===== src/rtl/ber_align_counter_pkg.sv =====
// ber_pkg: shared constants for the BER alignment counter.
//   - FSM state encoding (enum plus legacy-style localparam constants)
//   - PRBS_PERIOD: length of one PRBS9 period, which is also the delay search range
//   - default values for the ber_align_counter parameters
package ber_pkg;

  localparam int PRBS_PERIOD = 511;

  localparam int NB_BER_DEF    = 64;
  localparam int NB_DELAY_DEF  = 9;
  localparam int WIN_LEN_DEF   = 511;
  localparam int RESYNC_TH_DEF = 128;

  typedef enum logic [1:0] {
    S_IDLE   = 2'd0,
    S_FILL   = 2'd1,
    S_SEARCH = 2'd2,
    S_LOCKED = 2'd3
  } ber_state_e;

  localparam logic [1:0] ST_IDLE   = S_IDLE;
  localparam logic [1:0] ST_FILL   = S_FILL;
  localparam logic [1:0] ST_SEARCH = S_SEARCH;
  localparam logic [1:0] ST_LOCKED = S_LOCKED;

endpackage


===== src/rtl/ber_align_counter_if.sv =====
// ber_align_counter_if: receive-side strobe bundle feeding the BER counter.
//   i_enable  : RX enable, low freezes the block
//   i_valid   : one-cycle baud strobe
//   i_ref_bit : local transmitted PRBS9 bit (qualified by i_valid)
//   i_rx_bit  : received decided bit (qualified by i_valid)
// master drives the bundle, slave (the counter) consumes it.
interface ber_align_counter_if;
  logic i_enable;
  logic i_valid;
  logic i_ref_bit;
  logic i_rx_bit;

  modport master (output i_enable, i_valid, i_ref_bit, i_rx_bit);
  modport slave  (input  i_enable, i_valid, i_ref_bit, i_rx_bit);
endinterface


===== src/rtl/ber_align_counter_ref_delay_line.sv =====
// ref_delay_line: history of reference bits with one indexed read port.
//   clock, reset : clock and asynchronous active-high reset
//   i_shift      : push i_bit into the history (one strobe)
//   i_bit        : reference bit of the current strobe
//   i_rd_idx     : tap index d
//   o_bit        : hist[d]; hist[0] is the current i_bit, hist[k] the bit k strobes ago
module ref_delay_line #(
  parameter int NB_DELAY = 9
) (
  input  logic                clock,
  input  logic                reset,
  input  logic                i_shift,
  input  logic                i_bit,
  input  logic [NB_DELAY-1:0] i_rd_idx,
  output logic                o_bit
);

  localparam int HIST_W = (1 << NB_DELAY) - 1;

  logic [HIST_W-1:0] hist_q;
  logic [HIST_W-1:0] hist_d;
  logic [HIST_W:0]   hist_s;

  // Tap 0 is the live input so a zero-delay candidate compares same-strobe bits.
  assign hist_s = {hist_q, i_bit};
  assign o_bit  = hist_s[i_rd_idx];

  // Next history: shift in the current bit on a strobe, otherwise hold.
  always_comb begin
    hist_d = hist_q;
    if (i_shift) begin
      hist_d = {hist_q[HIST_W-2:0], i_bit};
    end else begin
      hist_d = hist_q;
    end
  end

  // History register.
  always_ff @(posedge clock or posedge reset) begin
    if (reset) begin
      hist_q <= {HIST_W{1'b0}};
    end else begin
      hist_q <= hist_d;
    end
  end

endmodule


===== src/rtl/ber_align_counter.sv =====
// ber_align_counter: finds the alignment delay between a local PRBS9 reference
// and the received bit stream, then counts compared bits and bit errors.
//   clock, reset   : clock and asynchronous active-high reset
//   rx_if          : strobe bundle (i_enable, i_valid, i_ref_bit, i_rx_bit)
//   o_bit_count    : compared bits since lock (saturating)
//   o_error_count  : mismatches since lock (saturating)
//   o_locked       : high while locked
//   o_delay        : selected alignment delay
// Optional feature: define BER_RESYNC_EN to re-enter the search when a locked
// window accumulates RESYNC_TH errors. Without it LOCKED is left only by reset.
module ber_align_counter
  import ber_pkg::*;
#(
  parameter int NB_BER    = NB_BER_DEF,
  parameter int NB_DELAY  = NB_DELAY_DEF,
  parameter int WIN_LEN   = WIN_LEN_DEF,
  parameter int RESYNC_TH = RESYNC_TH_DEF
) (
  input  logic                clock,
  input  logic                reset,
  ber_align_counter_if.slave  rx_if,
  output logic [NB_BER-1:0]   o_bit_count,
  output logic [NB_BER-1:0]   o_error_count,
  output logic                o_locked,
  output logic [NB_DELAY-1:0] o_delay
);

  // Window counters are sized so that all-ones exceeds any reachable count;
  // all-ones therefore serves as the "no candidate yet" minimum.
  localparam int NB_WIN = $clog2(((WIN_LEN > RESYNC_TH) ? WIN_LEN : RESYNC_TH) + 2);
  localparam logic [NB_DELAY-1:0] LAST_D   = NB_DELAY'(PRBS_PERIOD - 1);
  localparam logic [NB_WIN-1:0]   WIN_LAST = NB_WIN'(WIN_LEN - 1);
  localparam logic [NB_WIN-1:0]   ERR_NONE = {NB_WIN{1'b1}};
  localparam logic [NB_BER-1:0]   CNT_MAX  = {NB_BER{1'b1}};
`ifdef BER_RESYNC_EN
  localparam logic [NB_WIN-1:0]   RESYNC_LIM = NB_WIN'(RESYNC_TH);
`endif

  logic [1:0]          state_q, state_d;
  logic [NB_DELAY-1:0] cand_q, cand_d;
  logic [NB_DELAY-1:0] best_q, best_d;
  logic [NB_DELAY-1:0] delay_q, delay_d;
  logic [NB_WIN-1:0]   win_cnt_q, win_cnt_d;
  logic [NB_WIN-1:0]   win_err_q, win_err_d;
  logic [NB_WIN-1:0]   min_q, min_d;
  logic [NB_BER-1:0]   bit_cnt_q, bit_cnt_d;
  logic [NB_BER-1:0]   err_cnt_q, err_cnt_d;
  logic                locked_q, locked_d;

  logic                strobe_s;
  logic                shift_s;
  logic [NB_DELAY-1:0] rd_idx_s;
  logic                ref_tap_s;
  logic                mismatch_s;
  logic [NB_WIN-1:0]   win_err_sum_s;
  logic                win_end_s;
  logic                take_s;
  logic [NB_DELAY-1:0] best_now_s;
  logic [NB_WIN-1:0]   min_now_s;

  // Saturating increment: holds at all-ones instead of wrapping.
  function automatic logic [NB_BER-1:0] sat_inc(input logic [NB_BER-1:0] v, input logic inc);
    if (inc && (v != CNT_MAX)) begin
      return v + NB_BER'(1);
    end else begin
      return v;
    end
  endfunction

  assign strobe_s      = rx_if.i_valid & rx_if.i_enable;
  assign shift_s       = strobe_s & (state_q != ST_IDLE);
  assign rd_idx_s      = (state_q == ST_LOCKED) ? delay_q : cand_q;
  assign mismatch_s    = rx_if.i_rx_bit ^ ref_tap_s;
  assign win_err_sum_s = win_err_q + NB_WIN'(mismatch_s);
  assign win_end_s     = (win_cnt_q == WIN_LAST);
  // Strictly-less keeps the earlier (smaller) delay on ties.
  assign take_s        = (win_err_sum_s < min_q);
  assign best_now_s    = take_s ? cand_q : best_q;
  assign min_now_s     = take_s ? win_err_sum_s : min_q;

  ref_delay_line #(
    .NB_DELAY (NB_DELAY)
  ) u_ref_delay_line (
    .clock    (clock),
    .reset    (reset),
    .i_shift  (shift_s),
    .i_bit    (rx_if.i_ref_bit),
    .i_rd_idx (rd_idx_s),
    .o_bit    (ref_tap_s)
  );

  // Next-state logic for the FSM, search bookkeeping and the BER counters.
  always_comb begin
    state_d   = state_q;
    cand_d    = cand_q;
    best_d    = best_q;
    delay_d   = delay_q;
    win_cnt_d = win_cnt_q;
    win_err_d = win_err_q;
    min_d     = min_q;
    bit_cnt_d = bit_cnt_q;
    err_cnt_d = err_cnt_q;
    locked_d  = locked_q;
    case (state_q)
      ST_IDLE: begin
        if (rx_if.i_enable) begin
          state_d = ST_FILL;
        end else begin
          state_d = ST_IDLE;
        end
      end
      ST_FILL: begin
        // cand_q doubles as the fill strobe counter; it is back at 0 for the search.
        if (strobe_s) begin
          if (cand_q == LAST_D) begin
            state_d = ST_SEARCH;
            cand_d  = {NB_DELAY{1'b0}};
          end else begin
            cand_d = cand_q + NB_DELAY'(1);
          end
        end else begin
          cand_d = cand_q;
        end
      end
      ST_SEARCH: begin
        if (strobe_s) begin
          if (win_end_s) begin
            win_cnt_d = {NB_WIN{1'b0}};
            win_err_d = {NB_WIN{1'b0}};
            min_d     = min_now_s;
            best_d    = best_now_s;
            if (cand_q == LAST_D) begin
              state_d   = ST_LOCKED;
              delay_d   = best_now_s;
              locked_d  = 1'b1;
              cand_d    = {NB_DELAY{1'b0}};
              bit_cnt_d = {NB_BER{1'b0}};
              err_cnt_d = {NB_BER{1'b0}};
            end else begin
              cand_d = cand_q + NB_DELAY'(1);
            end
          end else begin
            win_cnt_d = win_cnt_q + NB_WIN'(1);
            win_err_d = win_err_sum_s;
          end
        end else begin
          win_cnt_d = win_cnt_q;
        end
      end
      ST_LOCKED: begin
        if (strobe_s) begin
          bit_cnt_d = sat_inc(bit_cnt_q, 1'b1);
          err_cnt_d = sat_inc(err_cnt_q, mismatch_s);
`ifdef BER_RESYNC_EN
          // Too many errors in one window: restart the search, counters keep their values.
          if (win_err_sum_s >= RESYNC_LIM) begin
            state_d   = ST_SEARCH;
            locked_d  = 1'b0;
            cand_d    = {NB_DELAY{1'b0}};
            win_cnt_d = {NB_WIN{1'b0}};
            win_err_d = {NB_WIN{1'b0}};
            min_d     = ERR_NONE;
            best_d    = {NB_DELAY{1'b0}};
          end else if (win_end_s) begin
            win_cnt_d = {NB_WIN{1'b0}};
            win_err_d = {NB_WIN{1'b0}};
          end else begin
            win_cnt_d = win_cnt_q + NB_WIN'(1);
            win_err_d = win_err_sum_s;
          end
`endif
        end else begin
          bit_cnt_d = bit_cnt_q;
        end
      end
      default: begin
        state_d = ST_IDLE;
      end
    endcase
  end

  // State and output registers.
  always_ff @(posedge clock or posedge reset) begin
    if (reset) begin
      state_q   <= ST_IDLE;
      cand_q    <= {NB_DELAY{1'b0}};
      best_q    <= {NB_DELAY{1'b0}};
      delay_q   <= {NB_DELAY{1'b0}};
      win_cnt_q <= {NB_WIN{1'b0}};
      win_err_q <= {NB_WIN{1'b0}};
      min_q     <= ERR_NONE;
      bit_cnt_q <= {NB_BER{1'b0}};
      err_cnt_q <= {NB_BER{1'b0}};
      locked_q  <= 1'b0;
    end else begin
      state_q   <= state_d;
      cand_q    <= cand_d;
      best_q    <= best_d;
      delay_q   <= delay_d;
      win_cnt_q <= win_cnt_d;
      win_err_q <= win_err_d;
      min_q     <= min_d;
      bit_cnt_q <= bit_cnt_d;
      err_cnt_q <= err_cnt_d;
      locked_q  <= locked_d;
    end
  end

  assign o_bit_count   = bit_cnt_q;
  assign o_error_count = err_cnt_q;
  assign o_locked      = locked_q;
  assign o_delay       = delay_q;

endmodule


===== src/flat_wrapper.sv =====
// flat-port wrapper written by rule: the top's interface ports become plain ports
module ber_align_counter_flat import ber_pkg::*;
#(
  parameter int NB_BER    = NB_BER_DEF,
  parameter int NB_DELAY  = NB_DELAY_DEF,
  parameter int WIN_LEN   = WIN_LEN_DEF,
  parameter int RESYNC_TH = RESYNC_TH_DEF
)
  (clock, reset, o_bit_count, o_error_count, o_locked, o_delay, rx_if_i_enable, rx_if_i_valid, rx_if_i_ref_bit, rx_if_i_rx_bit);
  ber_align_counter_if rx_if_i ();
  input  logic clock;
  input  logic reset;
  output logic [NB_BER-1:0] o_bit_count;
  output logic [NB_BER-1:0] o_error_count;
  output logic o_locked;
  output logic [NB_DELAY-1:0] o_delay;
  input wire logic [$bits(rx_if_i.i_enable)-1:0] rx_if_i_enable;
  input wire logic [$bits(rx_if_i.i_valid)-1:0] rx_if_i_valid;
  input wire logic [$bits(rx_if_i.i_ref_bit)-1:0] rx_if_i_ref_bit;
  input wire logic [$bits(rx_if_i.i_rx_bit)-1:0] rx_if_i_rx_bit;
  assign rx_if_i.i_enable = rx_if_i_enable;
  assign rx_if_i.i_valid = rx_if_i_valid;
  assign rx_if_i.i_ref_bit = rx_if_i_ref_bit;
  assign rx_if_i.i_rx_bit = rx_if_i_rx_bit;
  ber_align_counter #(.NB_BER(NB_BER), .NB_DELAY(NB_DELAY), .WIN_LEN(WIN_LEN), .RESYNC_TH(RESYNC_TH)) u_core (.clock(clock), .reset(reset), .rx_if(rx_if_i), .o_bit_count(o_bit_count), .o_error_count(o_error_count), .o_locked(o_locked), .o_delay(o_delay));
endmodule

===== config.mk =====
export PLATFORM = sky130hd
export DESIGN_NAME = ber_align_counter_flat
export DESIGN_NICKNAME = d
export VERILOG_FILES = /design/src/rtl/ber_align_counter_pkg.sv /design/src/rtl/ber_align_counter_if.sv /design/src/rtl/ber_align_counter_ref_delay_line.sv /design/src/rtl/ber_align_counter.sv /design/src/flat_wrapper.sv
export SDC_FILE = /design/constraint.sdc
export NUM_CORES = 2
export LEC_CHECK = 0
export CORE_UTILIZATION = 35
export DETAILED_ROUTE_END_ITERATION = 10
export GPL_ROUTABILITY_DRIVEN = 0
export SETUP_SLACK_MARGIN = 0.4
export SYNTH_ARGS = -nofsm -noshare
export SYNTH_HDL_FRONTEND = slang
export SYNTH_HIERARCHICAL = 1
export SYNTH_SLANG_ARGS = --single-unit

===== constraint.sdc =====
create_clock -name clock -period 33.1 [get_ports clock]
set_input_delay 3.31 -clock clock [delete_from_list [all_inputs] [get_ports clock]]
set_output_delay 3.31 -clock clock [all_outputs]
set_load 0.03 [all_outputs]

==> impl_summary.md <==
Run status
The flow ran to the end, and the final reports show no timing, DRC or antenna violations.

Setup path
Setup slack on the worst reg-to-reg path comes out at 24.86 ns. STA classifies the critical path startpoint as a flip-flop. Broken down by cell family, the worst path's largest delay share belongs to buffers and inverters. The category of the worst setup path capture point is a flip-flop. The delay of the slowest critical-path stage is around 0.73 ns. The maximum fanout along the worst path is 40. The path type of the worst setup path is flip-flop to flip-flop.

The number of buffer and inverter stages on the critical path is 5. The beginning of the worst register-to-register path is u_core/state_q[1]$_DFFE_PP0P_. The critical path required time is 33.60 ns. The data arrival time of the critical path is between 8 and 9 ns. The worst-case reg-to-reg path depth is 25.

The worst register-to-register path ends at u_core/best_q[5]$_DFFE_PP0P_. Among all stages on the critical path, the largest delay is contributed by sky130_fd_sc_hd__buf_4.

Clock network
The clock reaches the later pin of the worst-skew pair after 0.64 ns. The number of instances resized during post-cts repair is 0. TritonCTS built the clock tree. After clock tree synthesis, the clock-pin slew on the worst setup and hold paths is 0.06 ns. The number of buffers inserted to repair setup after CTS is 0. The clock net sink count is 699.

The number of buffers created by CTS is 78. The number of hold buffers added after CTS is 0. Clock tree synthesis selected as its root buffer the cell sky130_fd_sc_hd__clkbuf_16.

The depth of the CTS H-tree is 3. No sink is reached through more buffers than the 3 on the longest clock path.

Finish
The filler cell count in the final layout is 8,947. In the final design database the tool counted 2,811 nets. The area occupied by multi-input gates is 15,100 um2. The library cells used most frequently in the layout, excluding fill and tap cells, are sky130_fd_sc_hd__dfrtp_1 (689), sky130_fd_sc_hd__mux2_2 (531), sky130_fd_sc_hd__o21ai_0 (159), sky130_fd_sc_hd__nand2_1 (151), sky130_fd_sc_hd__clkdlybuf4s50_1 (143).

The most frequent standard cell in the layout excluding fill and tap cells is sky130_fd_sc_hd__dfrtp_1. 0 antenna diodes ended up in the layout. The sequential cell area in the final layout is roughly 18,000 um2. The final standard cell utilization of the core is between 40% and 50%. Compared with the post-synthesis result, the final layout area differs by 15.4%. The share of post-route cells with drive strength above 1 is 27.8%.

Worst hold path
The number of cells on the worst hold path is 2. In this run the most critical hold path is launched from u_core/min_q[7]$_DFFE_PP1P_. The worst hold path terminates at u_core/min_q[7]$_DFFE_PP1P_. In this run the worst hold path is classified as flip-flop to flip-flop.

Power
The fraction of power consumed by the clock network is 38.9%. The overall power consumption is 0.00233 W. The analysis attributes to net switching a power of 0.000715 W. The maximum vdd drop is roughly 50 uV. Of the total power, registers draw roughly 39%.

The share of total power dissipated in combinational logic is a little over a fifth. Internal power comes to around 0.0016 W. The switching share of total power is 30.7%. The power per cell area is 60.0 nW/um2.

The total leakage power is 17.3 nW.

Global route
The total congestion overflow after global routing is 0. Entering global routing, the biggest net connects 190 pins. The first global-routing pass estimated between 100,000 and 150,000 um of wire. Global routing consumed, over all layers together, 15.8% of the routing resources. The via count of the first global-routing pass is ~22,000. The initial antenna violation count is 2.

STA
The number of endpoints with negative hold slack in the final report came to 0. The setup TNS is 0 ns. The transition time at the pin with the least slew margin is 1.25 ns.

Setup repair after global routing left no endpoint under its margin. The worst path uses 24.9% of the clock period. The count of pins over their slew limit is 0.

On the final layout, the worst clock skew is ~0.055 ns. The fmax is 121 MHz. Measured against its own limit, the worst slew margin works out to between 10% and 20%. Setup violations remaining at the end of the flow were counted as 0. The post-route minimum period is 8.24 ns.

Synth
The async set or reset register ratio after synthesis is 100%. The mux contribution to synthesized area is 26.5%. Synthesis inferred 699 register bits. After synthesis, the largest family of logic cells by area is multiplexers. After synthesis, the cell types taking the most area are sky130_fd_sc_hd__dfrtp_1 (51%), sky130_fd_sc_hd__mux2_2 (18%), sky130_fd_sc_hd__mux4_2 (4.5%).

Summing the areas of all fa, ha and maj instances in the mapped netlist gives less than 1% of the synthesized area. The sequential element share of the synthesized area is 52.1%. Synthesis produced a netlist with a net count of 2,712.

Of the total synthesized cell area, the portion taken by XOR and XNOR cells is 0.287%. The mean area per synthesized cell is 12.5 um2. Counting distinct cell types in the post-synthesis netlist gives 78.

The largest total area in the synthesized netlist belongs to sky130_fd_sc_hd__dfrtp_1. The number of standard cells after synthesis is about 2,700. The fraction of the mapped netlist area in compound gates is under 10%. After synthesis, the largest area contributor takes up between 50% and 60% of total cell area. Yosys mapped a number of flops with a built-in enable equal to 0. In the synthesized netlist the dominant register cell turns out to be sky130_fd_sc_hd__dfrtp_1.

The synthesized netlist devotes 8.75% of its cell area to simple gates. The Yosys step of the flow raised 6 warnings. After synthesis the cells add up to roughly 34,000 um2.

Routing
The count of nets left with antenna violations after detail routing is 0. The number of iterations in the first detailed-routing pass is 5. The detailed-route wire length is ~77,000 um. The DRC violation count after routing is 0. The detailed router finished its first iteration with roughly 1,700 violations. The final route contains 22,400 vias. Dividing the detail-routed via count by the number of cells gives 5.45. The average wire per cell in the routed design is approximately 19 um.

Die
For this configuration, the core starts out at a cell density of a little over a third. The die is 312 um wide. The floorplan die area is 97,200 um2. The number of standard-cell rows in the floorplan is 113.

The total area inside the core boundary comes to 95,000 um2. Pin placement for this block handled 144 I/O pins. The die boundary height is 312 um.

Placement
Summed over all nets, the half-perimeter wirelength after detailed placement is approximately 47,000 um. The number of buffers inserted by port buffering is 143.

Run
The number of maximum-capacitance violations is 0.
## worst register-to-register path, stage by stage, from the launching register on
cell,delay [ns]
sky130_fd_sc_hd__dfrtp_1,0.40
sky130_fd_sc_hd__ha_1,0.24
sky130_fd_sc_hd__buf_4,0.33
sky130_fd_sc_hd__nand2_1,0.15
sky130_fd_sc_hd__o21ai_4,0.32
sky130_fd_sc_hd__buf_4,0.74
sky130_fd_sc_hd__buf_4,0.77
sky130_fd_sc_hd__mux4_2,0.63
sky130_fd_sc_hd__a21oi_1,0.21
sky130_fd_sc_hd__nor4_1,0.09
sky130_fd_sc_hd__nor4_1,0.55
sky130_fd_sc_hd__a211o_1,0.18
sky130_fd_sc_hd__nand4_1,0.23
sky130_fd_sc_hd__xor2_1,0.32
sky130_fd_sc_hd__ha_1,0.25
sky130_fd_sc_hd__ha_1,0.25
sky130_fd_sc_hd__and3_1,0.25
sky130_fd_sc_hd__nand3_1,0.11
sky130_fd_sc_hd__xor2_1,0.23
sky130_fd_sc_hd__inv_1,0.08
sky130_fd_sc_hd__ha_1,0.29
sky130_fd_sc_hd__a211o_1,0.28
sky130_fd_sc_hd__a211oi_1,0.42
sky130_fd_sc_hd__o311ai_4,0.22
sky130_fd_sc_hd__buf_4,0.29
sky130_fd_sc_hd__mux2_2,0.30
## final cells by class
class                      instances  share of cell area (%)
clock inverter                    30                    1.19
clock buffer                     112                    5.75
multi-input combinational       1782                    39.0
inverter                          48                   0.503
sequential                       699                    45.1
timing repair buffer             174                    4.36
tap                             1265                    4.08
## cells in the mapped netlist, types with 5 or more instances
| library cell | count |
|---|---|
| sky130_fd_sc_hd__a31oi_1 | 12 |
| sky130_fd_sc_hd__mux4_2 | 67 |
| sky130_fd_sc_hd__o21ai_0 | 160 |
| sky130_fd_sc_hd__nor2_1 | 80 |
| sky130_fd_sc_hd__nand3_1 | 118 |
| sky130_fd_sc_hd__buf_8 | 5 |
| sky130_fd_sc_hd__and2_1 | 9 |
| sky130_fd_sc_hd__dfrtp_1 | 689 |
| sky130_fd_sc_hd__nand2b_1 | 14 |
| sky130_fd_sc_hd__a21o_1 | 10 |
| sky130_fd_sc_hd__nand2_1 | 153 |
| sky130_fd_sc_hd__clkbuf_1 | 115 |
| sky130_fd_sc_hd__or3_1 | 17 |
| sky130_fd_sc_hd__buf_1 | 6 |
| sky130_fd_sc_hd__mux4_1 | 5 |
| sky130_fd_sc_hd__nor4_1 | 16 |
| sky130_fd_sc_hd__mux2i_1 | 127 |
| sky130_fd_sc_hd__o22a_1 | 7 |
| sky130_fd_sc_hd__o221ai_1 | 57 |
| sky130_fd_sc_hd__mux2_2 | 532 |
| sky130_fd_sc_hd__and3_1 | 34 |
| sky130_fd_sc_hd__nor3_1 | 47 |
| sky130_fd_sc_hd__buf_2 | 13 |
| sky130_fd_sc_hd__buf_6 | 5 |
| sky130_fd_sc_hd__ha_1 | 22 |
| sky130_fd_sc_hd__o211ai_1 | 21 |
| sky130_fd_sc_hd__dfstp_2 | 10 |
| sky130_fd_sc_hd__or4_1 | 8 |
| sky130_fd_sc_hd__and4_1 | 6 |
| sky130_fd_sc_hd__a21oi_1 | 66 |
| sky130_fd_sc_hd__o31ai_1 | 34 |
| sky130_fd_sc_hd__o22ai_1 | 26 |
| sky130_fd_sc_hd__nand4_1 | 49 |
| sky130_fd_sc_hd__buf_12 | 9 |
| sky130_fd_sc_hd__inv_1 | 45 |
| sky130_fd_sc_hd__xor2_1 | 9 |
## sequential cells by signal, summed over array words and instances, names as in the netlist
register,flops
u_core/cand_q,9
u_core/win_cnt_q,10
u_core/o_bit_count,64
u_core/min_q,10
u_core/u_ref_delay_line/hist_q,511
u_core/o_error_count,64
u_core/win_err_q,10
u_core/state_q,2
u_core/best_q,9
u_core/o_delay,9
u_core/o_locked,1
## worst max path at each step
stage	from	to	slack, ns	depth (start not counted)
3_5_place_dp	rx_if_i_ref_bit	u_core/best_q[5]$_DFFE_PP0P_	24.54	20
2_1_floorplan	reset	u_core/u_ref_delay_line/hist_q[0]$_DFFE_PP0P_	15.52	1
6_report	u_core/state_q[1]$_DFFE_PP0P_	u_core/best_q[5]$_DFFE_PP0P_	24.86	25
4_1_cts	u_core/state_q[1]$_DFFE_PP0P_	u_core/best_q[7]$_DFFE_PP0P_	24.83	26
5_1_grt	u_core/state_q[1]$_DFFE_PP0P_	u_core/best_q[8]$_DFFE_PP0P_	24.25	26
3_3_place_gp	rx_if_i_ref_bit	u_core/best_q[8]$_DFFE_PP0P_	24.63	20
## per-stage QoR
step	cell area (um2)	cells	hold slack, ns	setup slack (ns)
after floorplan	33600	2684	0.450	15.52
after global placement	36100	3968	0.466	24.63
after detailed placement	36100	3968	0.469	24.54
after CTS	38800	4110	0.485	24.83
after global routing	38800	4110	0.504	24.25
final	38800	4110	0.483	24.86
## routing by layer
layer / track usage, % / up-vias / share of wire (%)
li1: - / 10300 / -
met1: 22.2 / 11500 / 47
met2: 24.7 / 505 / 46
met3: 3.01 / 121 / 4.9
met4: 4.51 / 2 / 2.2
met5: 0 / - / 0.0091
## power by group through the flow
stage          Clock (W)  Combinational [W]  Sequential [W]
2_1_floorplan          0           0.000403        0.000933
3_3_place_gp           0           0.000516        0.000924
3_5_place_dp           0           0.000519        0.000924
4_1_cts         0.000933           0.000520        0.000909
5_1_grt         0.000966           0.000553        0.000914
6_report        0.000905           0.000512        0.000910
## cell families after synthesis
logic type                 count (synthesis)
muxes                                    731
DFF                                      699
and+or+nand+nor                          577
AOI/OAI and AO/OA                        441
buffers and inverters                    203
adders and majority gates                 22
xor gates and xnor gates                  11
No activity file was read; power rests on OpenSTA's default activity.
